--- src/rtl/parity_gen_tx.sv ---
// parity_gen_tx
// Generates even or odd parity for a 4-bit data nibble. The nibble arrives on a valid/ready
// handshake. The block presents the 5-bit word {a,b,c,d,e} in parallel to the downstream
// parity checker and also shifts the word out serially, one bit per clock.
//
// Parameters:
//   ODD_PARITY     0: a^b^c^d^e = 0, 1: a^b^c^d^e = 1
//   SER_MSB_FIRST  1: serial order a,b,c,d,e, 0: serial order e,d,c,b,a
//
// Ports:
//   clk         rising-edge clock
//   rst         asynchronous reset, active-high
//   in_valid    in_data/inject_err valid this cycle
//   in_data     data nibble; [3]->a, [2]->b, [1]->c, [0]->d
//   inject_err  inverts the generated parity bit of the word being accepted
//   in_ready    block can accept a nibble this cycle (IDLE)
//   a..e        registered parallel word, e = parity bit, held until the next accept
//   word_valid  one-cycle pulse when a..e take a new word
//   ser_out     serial data bit
//   ser_valid   ser_out carries a frame bit
//   ser_last    marks the fifth (final) serial bit
//   frame_cnt   count of accepted frames, wraps 255->0
module parity_gen_tx #(
    parameter bit ODD_PARITY    = 1'b0,
    parameter bit SER_MSB_FIRST = 1'b1
) (
    input  logic       clk,
    input  logic       rst,
    input  logic       in_valid,
    input  logic [3:0] in_data,
    input  logic       inject_err,
    output logic       in_ready,
    output logic       a,
    output logic       b,
    output logic       c,
    output logic       d,
    output logic       e,
    output logic       word_valid,
    output logic       ser_out,
    output logic       ser_valid,
    output logic       ser_last,
    output logic [7:0] frame_cnt
);

    typedef enum logic [0:0] {StIdle, StShift} state_e;

    state_e     state;
    logic [2:0] bit_idx;
    // Bits still to be sent after the one currently on ser_out, next bit in [3].
    logic [3:0] shreg;

    logic       parity;
    logic [4:0] new_word;
    logic [4:0] ser_order;

    always_comb begin
        parity    = (^in_data) ^ ODD_PARITY ^ inject_err;
        new_word  = {in_data, parity};
        // ser_order[4] is the first bit on the wire.
        ser_order = SER_MSB_FIRST ? new_word
                                  : {new_word[0], new_word[1], new_word[2], new_word[3],
                                     new_word[4]};
    end

    // Ready is a function of the state register alone, so it carries no input path.
    assign in_ready = (state == StIdle);

    always_ff @(posedge clk or posedge rst) begin
        if (rst) begin
            state      <= StIdle;
            bit_idx    <= 3'd0;
            shreg      <= 4'd0;
            a          <= 1'b0;
            b          <= 1'b0;
            c          <= 1'b0;
            d          <= 1'b0;
            e          <= 1'b0;
            word_valid <= 1'b0;
            ser_out    <= 1'b0;
            ser_valid  <= 1'b0;
            ser_last   <= 1'b0;
            frame_cnt  <= 8'd0;
        end else begin
            word_valid <= 1'b0;
            case (state)
                StIdle: begin
                    if (in_valid) begin
                        {a, b, c, d, e} <= new_word;
                        shreg      <= ser_order[3:0];
                        ser_out    <= ser_order[4];
                        ser_valid  <= 1'b1;
                        ser_last   <= 1'b0;
                        bit_idx    <= 3'd0;
                        word_valid <= 1'b1;
                        frame_cnt  <= frame_cnt + 8'd1;
                        state      <= StShift;
                    end
                end
                StShift: begin
                    if (bit_idx == 3'd4) begin
                        state     <= StIdle;
                        bit_idx   <= 3'd0;
                        ser_out   <= 1'b0;
                        ser_valid <= 1'b0;
                        ser_last  <= 1'b0;
                    end else begin
                        bit_idx  <= bit_idx + 3'd1;
                        ser_out  <= shreg[3];
                        shreg    <= {shreg[2:0], 1'b0};
                        ser_last <= (bit_idx == 3'd3);
                    end
                end
                default: state <= StIdle;
            endcase
        end
    end

endmodule

--- config.mk ---
export PLATFORM = sky130hd
export DESIGN_NAME = parity_gen_tx
export DESIGN_NICKNAME = d
export VERILOG_FILES = /design/src/rtl/parity_gen_tx.sv
export SDC_FILE = /design/constraint.sdc
export NUM_CORES = 1
export LEC_CHECK = 0
export BUFFER_PORTS_ARGS = -buffer_cell sky130_fd_sc_hd__buf_2
export CAP_MARGIN = 20
export CORE_ASPECT_RATIO = 1.1
export CORE_MARGIN = 2
export CORE_UTILIZATION = 47
export DETAILED_ROUTE_END_ITERATION = 8
export GPL_ROUTABILITY_DRIVEN = 0
export PLACE_DENSITY = 0.74
export SLEW_MARGIN = 20
export SYNTH_ARGS = -nofsm -noshare
export SYNTH_HDL_FRONTEND = slang
export SYNTH_SLANG_ARGS = --single-unit
--- constraint.sdc ---
create_clock -name clk -period 1.3 [get_ports clk]
set_input_delay 0.065 -clock clk [delete_from_list [all_inputs] [get_ports clk]]
set_output_delay 0.065 -clock clk [all_outputs]
set_load 0.05 [all_outputs]
==> summary.md, run 1 <==
| Metric | Value |
|---|---|
| Status | `finished, final reports clean` |
| Crit start category | `register` |
| Syn Nets | `111` |
| Hold crit path type | `in -> reg` |
| First-pass GRT wire length | `3620 um` |
| Sequential area share after synthesis | `0.549` |
| Synthesized area | `0.00114 sq mm` |
| Skew-Pair Late Insertion Delay | `0.31 ns` |
| Peak supply drop | `1.25 mV` |
| Area of the multi-input gates | `470 sq um` |
| Worst path arrival time | `1.21 ns` |
| Detail Route Antenna Nets | `0` |
| Area growth from synthesis to layout | `24.9%` |
| Initial antenna violation count | `0` |
| Number of H-tree levels | `1` |
| Cell Rows | `18` |
| FF/Latch Area | `631 sq um` |
| Number of global-route vias before repair | `858` |
| Routed len/inst | `12.0 um` |
| Xor and xnor area share after synthesis | `0.0889` |
| Global Route met2 Usage | `0.291` |
| Setup TNS | `0 ns` |
| Total grt overflow | `0` |
| Hold Fails Final Rpt | `0` |
| Largest family of logic cells by synthesized area | `simple AND/OR/NAND/NOR gates` |
| Seq cells post-synth | `25` |
| Vias per cell | `4.86` |
| Initial Utilization | `0.501` |
| Compound-Gate Fraction of Synth Area | `0.0681` |
| Setup-failing EPs final | `0` |
| N_diodes | `0` |
| Adder and majority cell fraction of the synthesized area | `0.0439` |
| Worst slew pin tran | `0.307 ns` |
| Core outline area | `0.00227 sq mm` |
| Final worst-path cycle share | `0.984` |
| Share of the synthesized area in the top cell type | `0.549` |
| CTS max path bufs | `2` |
| # IOs | `26` |
| Pre-antenna DRT Iters | `4` |
| FMAX | `782 MHz` |
| Final setup skew | `0.00244 ns` |
| Met1 usage | `0.209` |
| Post-synthesis simple-gate area fraction | `0.138` |
| Pin count of the biggest net entering global routing | `26` |
| Die Width | `51.0 um` |
| WP data required | `1.24 ns` |
| Detailed-placement wirelength estimate | `1490 um` |
| CTS tree | `yes` |
| Nets | `150` |
| Global-route usage over all layers | `0.167` |
| CP cell instances | `buf_4 > inv_1 > buf_6` |
| Filler cells | `203` |
| Post-CTS Setup Inserts | `0` |
| MaxCap Viol Count | `0` |
| Main area contributors after synthesis | `dfrtp_1, nand2_1, xnor2_1, mux2_2, ha_1` |
| Worst rel slew slack | `0.795` |
| Pwr/cell area | `2290 mW/mm^2` |
| GRT busiest layer | `met2` |
| Fin crit period | `1.28 ns` |
| Most frequent cells in the layout | `nand2_1, buf_2, dfrtp_1, xnor2_1, buf_4` |
| RSZ-0062 raised after global routing | `yes` |
| Placed cell count | `158` |
| Commonest non-fill, non-tap cell in the layout | `nand2_1` |
| Syn Inst Count | `99` |
| Fin cells | `167` |
| Crit path max fanout | `9` |
| Clock sink count | `25` |
| Final wirelength | `2000 um` |
| CP top delay family | `flip-flops` |
| Worst Path Buf+Inv | `3` |
| Pwr Total | `3.26 mW` |
| Pleak | `0.753 nW` |
| # port buffers | `25` |
| Die area | `0.00284 sq mm` |
| Share of cells above drive strength 1 | `0.372` |
| Syn. warnings | `0` |
| Root Driver | `clkbuf_4` |
| Synth cell types | `24` |
| Multiplexer area fraction after synthesis | `0.0681` |
| Slowest cell on crit path | `dfrtp_2` |
| Via count | `812` |
| Area leader, netlist | `dfrtp_1` |
| CTS Buf Count | `3` |
| Syn Area/Cell | `11.5 sq um` |
| Max Slew Vio Count | `0` |
| Clk slew on worst S/H paths | `0.13 ns` |
| CP peak stage delay | `0.51 ns` |
| Initial DRC count | `9` |
| Die height | `55.7 um` |
| WS Path Type | `reg -> out` |
| Crit path capture type | `output pin` |
| GR Util met3 | `0.0242` |
| Number of remaining DRC errors | `0` |
-- cells in the mapped netlist, drive strengths merged --
cell and n:
a21boi 1, a21oi 1, a22o 2, a31oi 1, and3 2, and4 1, buf 3, dfrtp 25
ha 4, inv 6, mux2 6, mux2i 1, nand2 25, nand2b 1, nand4 3, nor2 2
o21ai 4, o22ai 1, xnor2 8, xnor3 1, xor2 1
-- area by class of cell --
cell class,count,share of cell area
tap,30,0.0264
sequential,25,0.443
inverter,6,0.0176
timing repair buffer,37,0.164
clock buffer,4,0.0185
multi-input combinational,65,0.330
-- final timing paths --
kind                         startpoint  cells after the start  slack [ns]           end
setup / recovery                  state                      3        0.02      in_ready
hold / removal                 in_valid                      3        0.07     ser_valid
setup reg to reg             bit_idx[0]                      4        0.04      shreg[3]
hold reg to reg            frame_cnt[7]                      1        0.48  frame_cnt[7]
max in group asynchronous           rst                      4        0.73         state
min in group asynchronous           rst                      4        0.32  frame_cnt[4]
-- worst min-delay path, delay by kind of cell --
kind	cells	cell delay [ns]
compound gates	1	0.04
buf+inv	1	0.15
simple gates	1	0.11
-- metal layers --
| metal | vias up | wire length [um] |
|---|---|---|
| li1 | 404 | - |
| met3 | 2 | 89 |
| met2 | 20 | 987 |
| met4 | 0 | 14 |
| met5 | - | 0 |
| met1 | 386 | 911 |
-- cells by family after synthesis --
kind of cell               count (synthesis)
and+or+nand+nor                           34
DFF                                       25
AOI/OAI and AO/OA                         10
xor gates and xnor gates                  10
muxes                                      7
adders and majority gates                  4
buffers and inverters                      9
-- power breakdown --
part	switching (mW)	total, mW	internal, mW
registers	0.221	1.28	1.05
logic	1.09	1.64	0.548
clock network	0.223	0.343	0.120
-- what timing repair did --
| item | 4_1_cts | 5_1_grt |
|---|---|---|
| resized for setup | 4 | 2 |
| endpoints found under the hold margin | 29 | 0 |
| pin swaps | 1 | 1 |
| setup endpoints to repair | 5 | 6 |
| hold buffers | 5 | 0 |
-- registers in the layout, indices dropped and copies added (netlist names) --
register	count
a	1
b	1
bit_idx	3
c	1
d	1
e	1
frame_cnt	8
ser_last	1
ser_out	1
ser_valid	1
shreg	4
state	1
word_valid	1
-- metrics by stage --
stage	cell area (sq um)	hold slack, ns	util	setup WS [ns]
detailed placement	1330	0.129	0.585	-0.0237
finish	1420	0.0723	0.626	0.0211
floorplan	1140	0.0921	-	-0.0136
global placement	1330	0.124	0.585	-0.00424
global route	1420	0.0826	0.626	-0.0331
CTS	1420	0.0613	0.623	0.00575
(Power assumes the default switching activity.)
==> run 2: changes to the inputs <==
--- a/config.mk
+++ b/config.mk
@@ -5,6 +5,7 @@
 export SDC_FILE = /design/constraint.sdc
 export NUM_CORES = 1
 export LEC_CHECK = 0
+export ABC_AREA = 1
 export BUFFER_PORTS_ARGS = -buffer_cell sky130_fd_sc_hd__buf_2
 export CAP_MARGIN = 20
 export CORE_ASPECT_RATIO = 1.1
@@ -12,7 +13,7 @@
 export CORE_UTILIZATION = 47
 export DETAILED_ROUTE_END_ITERATION = 8
 export GPL_ROUTABILITY_DRIVEN = 0
-export PLACE_DENSITY = 0.74
+export PLACE_DENSITY = 0.73
 export SLEW_MARGIN = 20
 export SYNTH_ARGS = -nofsm -noshare
 export SYNTH_HDL_FRONTEND = slang
==> run 2 against run 1 <==
Global-route usage is 2.3 points higher; total power is 18% higher; maximum frequency is 1.4% higher; largest power group unchanged.
==> summary.md, run 2 <==
| Metric | Value |
|---|---|
| Syn Nets | `146 (was 111)` |
| Via count | `1016 (was 812)` |
| Pre-antenna DRT Iters | `4 (unchanged)` |
| Syn Area/Cell | `8.81 sq um (was 11.5 sq um)` |
| Most frequent cells in the layout | `nand2_1, buf_2, dfrtp_1, inv_1, buf_4 (was nand2_1, buf_2, dfrtp_1, xnor2_1, buf_4)` |
| Max Slew Vio Count | `0 (unchanged)` |
| Number of H-tree levels | `1 (unchanged)` |
| N_diodes | `0 (unchanged)` |
| Slowest cell on crit path | `dfrtp_2 (unchanged)` |
| Clock sink count | `25 (unchanged)` |
| Routed len/inst | `11.9 um (was 12.0 um)` |
| CTS tree | `yes (unchanged)` |
| Most flops, register | `frame_cnt (unchanged)` |
| Detailed-placement wirelength estimate | `1750 um (was 1490 um)` |
| Placed Area | `0.00138 sq mm (was 0.00133 sq mm)` |
| Top flop regs | `frame_cnt x8, shreg x4, bit_idx x3 (unchanged)` |
| Final setup skew | `0.00675 ns (was 0.00244 ns)` |
| Area leader, netlist | `dfrtp_1 (unchanged)` |
| Fin crit period | `1.26 ns (was 1.28 ns)` |
| Main area contributors after synthesis | `dfrtp_1, nand2_1, inv_1, ha_1, o21ai_0 (was dfrtp_1, nand2_1, xnor2_1, mux2_2, ha_1)` |
| Area growth from synthesis to layout | `26.7% (was 24.9%)` |
| Root Driver | `clkbuf_4 (unchanged)` |
| Most common cell in the netlist | `nand2_1` |
| Vias per cell | `4.93 (was 4.86)` |
| Commonest non-fill, non-tap cell in the layout | `nand2_1 (unchanged)` |
| Setup-failing EPs final | `0 (unchanged)` |
| Hold Fails Final Rpt | `0 (unchanged)` |
| EDFF count, synth | `0 (unchanged)` |
| Detail Route Antenna Nets | `0 (unchanged)` |
| Core outline area | `0.00245 sq mm (was 0.00227 sq mm)` |
| Pin count of the biggest net entering global routing | `18 (was 26)` |
| Fin area | `0.00150 sq mm (was 0.00142 sq mm)` |
| CTS max path bufs | `2 (unchanged)` |
| Share of cells above drive strength 1 | `0.297 (was 0.372)` |
| Clk slew on worst S/H paths | `0.13 ns (about the same)` |
| Peak supply drop | `1.72 mV (was 1.25 mV)` |
| Global-route usage over all layers | `0.190 (was 0.167)` |
| FMAX | `793 MHz (was 782 MHz)` |
| Number of remaining DRC errors | `0 (unchanged)` |
| Final wirelength | `2450 um (was 2000 um)` |
| Syn. warnings | `0 (unchanged)` |
| First-pass GRT wire length | `4090 um (was 3620 um)` |
| Initial Utilization | `0.482 (was 0.501)` |
| Reg-to-Reg Start | `bit_idx[1] (was bit_idx[0])` |
| # IOs | `26 (unchanged)` |
| Die height | `56.6 um (was 55.7 um)` |
| Initial antenna violation count | `0 (unchanged)` |
| Synthesized area | `0.00118 sq mm (was 0.00114 sq mm)` |
| CP cell instances | `inv_4 > buf_4 > buf_6 (was buf_4 > inv_1 > buf_6)` |
| Initial DRC count | `24 (was 9)` |
| Nets | `188 (was 150)` |
| Commonest cells in the synthesized netlist | `nand2_1, dfrtp_1, inv_1 (was dfrtp_1, nand2_1, xnor2_1)` |
| WP data required | `1.24 ns (about the same)` |
| Pwr/cell area | `2580 mW/mm^2 (was 2290 mW/mm^2)` |
| Status | `finished, final reports clean (unchanged)` |
| Die Width | `51.8 um (was 51.0 um)` |
| Total grt overflow | `0 (unchanged)` |
| Crit start category | `register (unchanged)` |
| CP peak stage delay | `0.51 ns (about the same)` |
| Syn Inst Count | `134 (was 99)` |
| Hold_sp | `in_data[2] (was in_valid)` |
| WS Path Type | `reg -> out (unchanged)` |
| Number of global-route vias before repair | `954 (was 858)` |
| Hold crit path type | `in -> reg (unchanged)` |
| Cell Rows | `19 (was 18)` |
| CTS Buf Count | `3 (unchanged)` |
| Worst path arrival time | `1.20 ns (was 1.21 ns)` |
| CP startpoint | `state (unchanged)` |
| MaxCap Viol Count | `0 (unchanged)` |
| Number of flip-flops in the largest register | `8 (unchanged)` |
| Pleak | `0.834 nW (was 0.753 nW)` |
| Seq cells post-synth | `25 (unchanged)` |
| Final worst-path cycle share | `0.971 (was 0.984)` |
| Crit path capture type | `output pin (unchanged)` |
| Main synth FF type | `dfrtp_1 (unchanged)` |
| Worst rel slew slack | `0.777 (was 0.795)` |
| Skew-Pair Late Insertion Delay | `0.31 ns (about the same)` |
| Share of the synthesized area in the top cell type | `0.530 (was 0.549)` |
| Die area | `0.00293 sq mm (was 0.00284 sq mm)` |
| Synth cell types | `21 (was 24)` |
| Worst slew pin tran | `0.334 ns (was 0.307 ns)` |
| Async S/R FF share, synth | `1.00 (unchanged)` |
| Crit path max fanout | `6 (was 9)` |
| # port buffers | `25 (unchanged)` |
| Worst hold margin | `0.0480 ns (was 0.0723 ns)` |
| Sequential area share after synthesis | `0.530 (was 0.549)` |
-- run 2: cell types whose count changed after synthesis, moves of 5 or more --
| cell | change |
|---|---|
| inv_1 | +13 |
| nand3_1 | +5 |
| nor2_1 | +6 |
| mux2_2 | -6 |
| nand2_1 | +24 |
| xnor2_1 | -8 |
-- run 2: repair_timing --
item | 4_1_cts | 5_1_grt
hold endpoints to repair | 10 | 0
hold buffers | 3 | 0
pin swaps | 0 | 1
resized for setup | 3 | 6
endpoints found under the setup margin | 1 | 6
buffers inserted | 2 | 3
-- run 2: power by group --
| part | switching (mW) | internal [mW] |
|---|---|---|
| clock | 0.223 | 0.115 |
| sequential | 0.245 | 1.12 |
| combinational | 1.50 | 0.653 |
| total | 1.97 | 1.89 |
-- run 2: logic make-up (layout without fill, tap and decap cells) --
kind of cell / count (synthesis) / count (layout) / synth area share
flip-flops: 25 / 25 / 0.530
XOR/XNOR: 4 / 4 / 0.0297
AND/OR/NAND/NOR: 67 / 67 / 0.256
AO/OA/AOI/OAI: 13 / 13 / 0.0678
buffers and inverters: 21 / 62 / 0.0741
adder cells (fa/ha/maj): 4 / 4 / 0.0424
-- run 2: per-layer routing --
layer,part of all wire,global-route usage,up-vias
li1,-,-,506
met1,0.44,0.249,475
met2,0.51,0.304,33
met3,0.040,0.0160,2
met4,0.011,0.109,0
met5,0,0,-
-- run 2: area by class of cell --
class	count	area [sq um]
Tap cell	31	38.8
Multi-Input combinational cell	88	480
Fill cell	221	952
Sequential cell	25	632
Timing Repair Buffer	39	244
Clock buffer	3	22.5
Clock inverter	1	5.00
Inverter	19	73.8
-- run 2: worst max-delay path: cells and delay by family (launching register included) --
kind / cells / cell delay [ns]
flops: 1 / 0.51
buf+inv: 3 / 0.37
-- run 2: final timing paths --
path,endpoint,slack [ns],cells past startpoint
worst max register to register,ser_valid,0.05,6
min in group asynchronous,frame_cnt[7],0.23,3
worst max-delay path,in_ready,0.04,3
worst min-delay path,b,0.05,3
max in group asynchronous,state,0.53,4
worst min register to register,ser_out,0.50,2
-- run 2: per-stage QoR --
step	instances	total power, mW	setup slack, ns	setup TNS [ns]	util
2_1_floorplan	134	2.84	0.0525	0	-
3_3_place_gp	194	3.28	0.0763	0	0.564
3_5_place_dp	194	3.33	0.0300	0	0.564
4_1_cts	203	3.74	0.0136	0	0.597
5_1_grt	206	4.14	-0.0601	-0.0699	0.611
6_report	206	3.86	0.0382	0	0.611
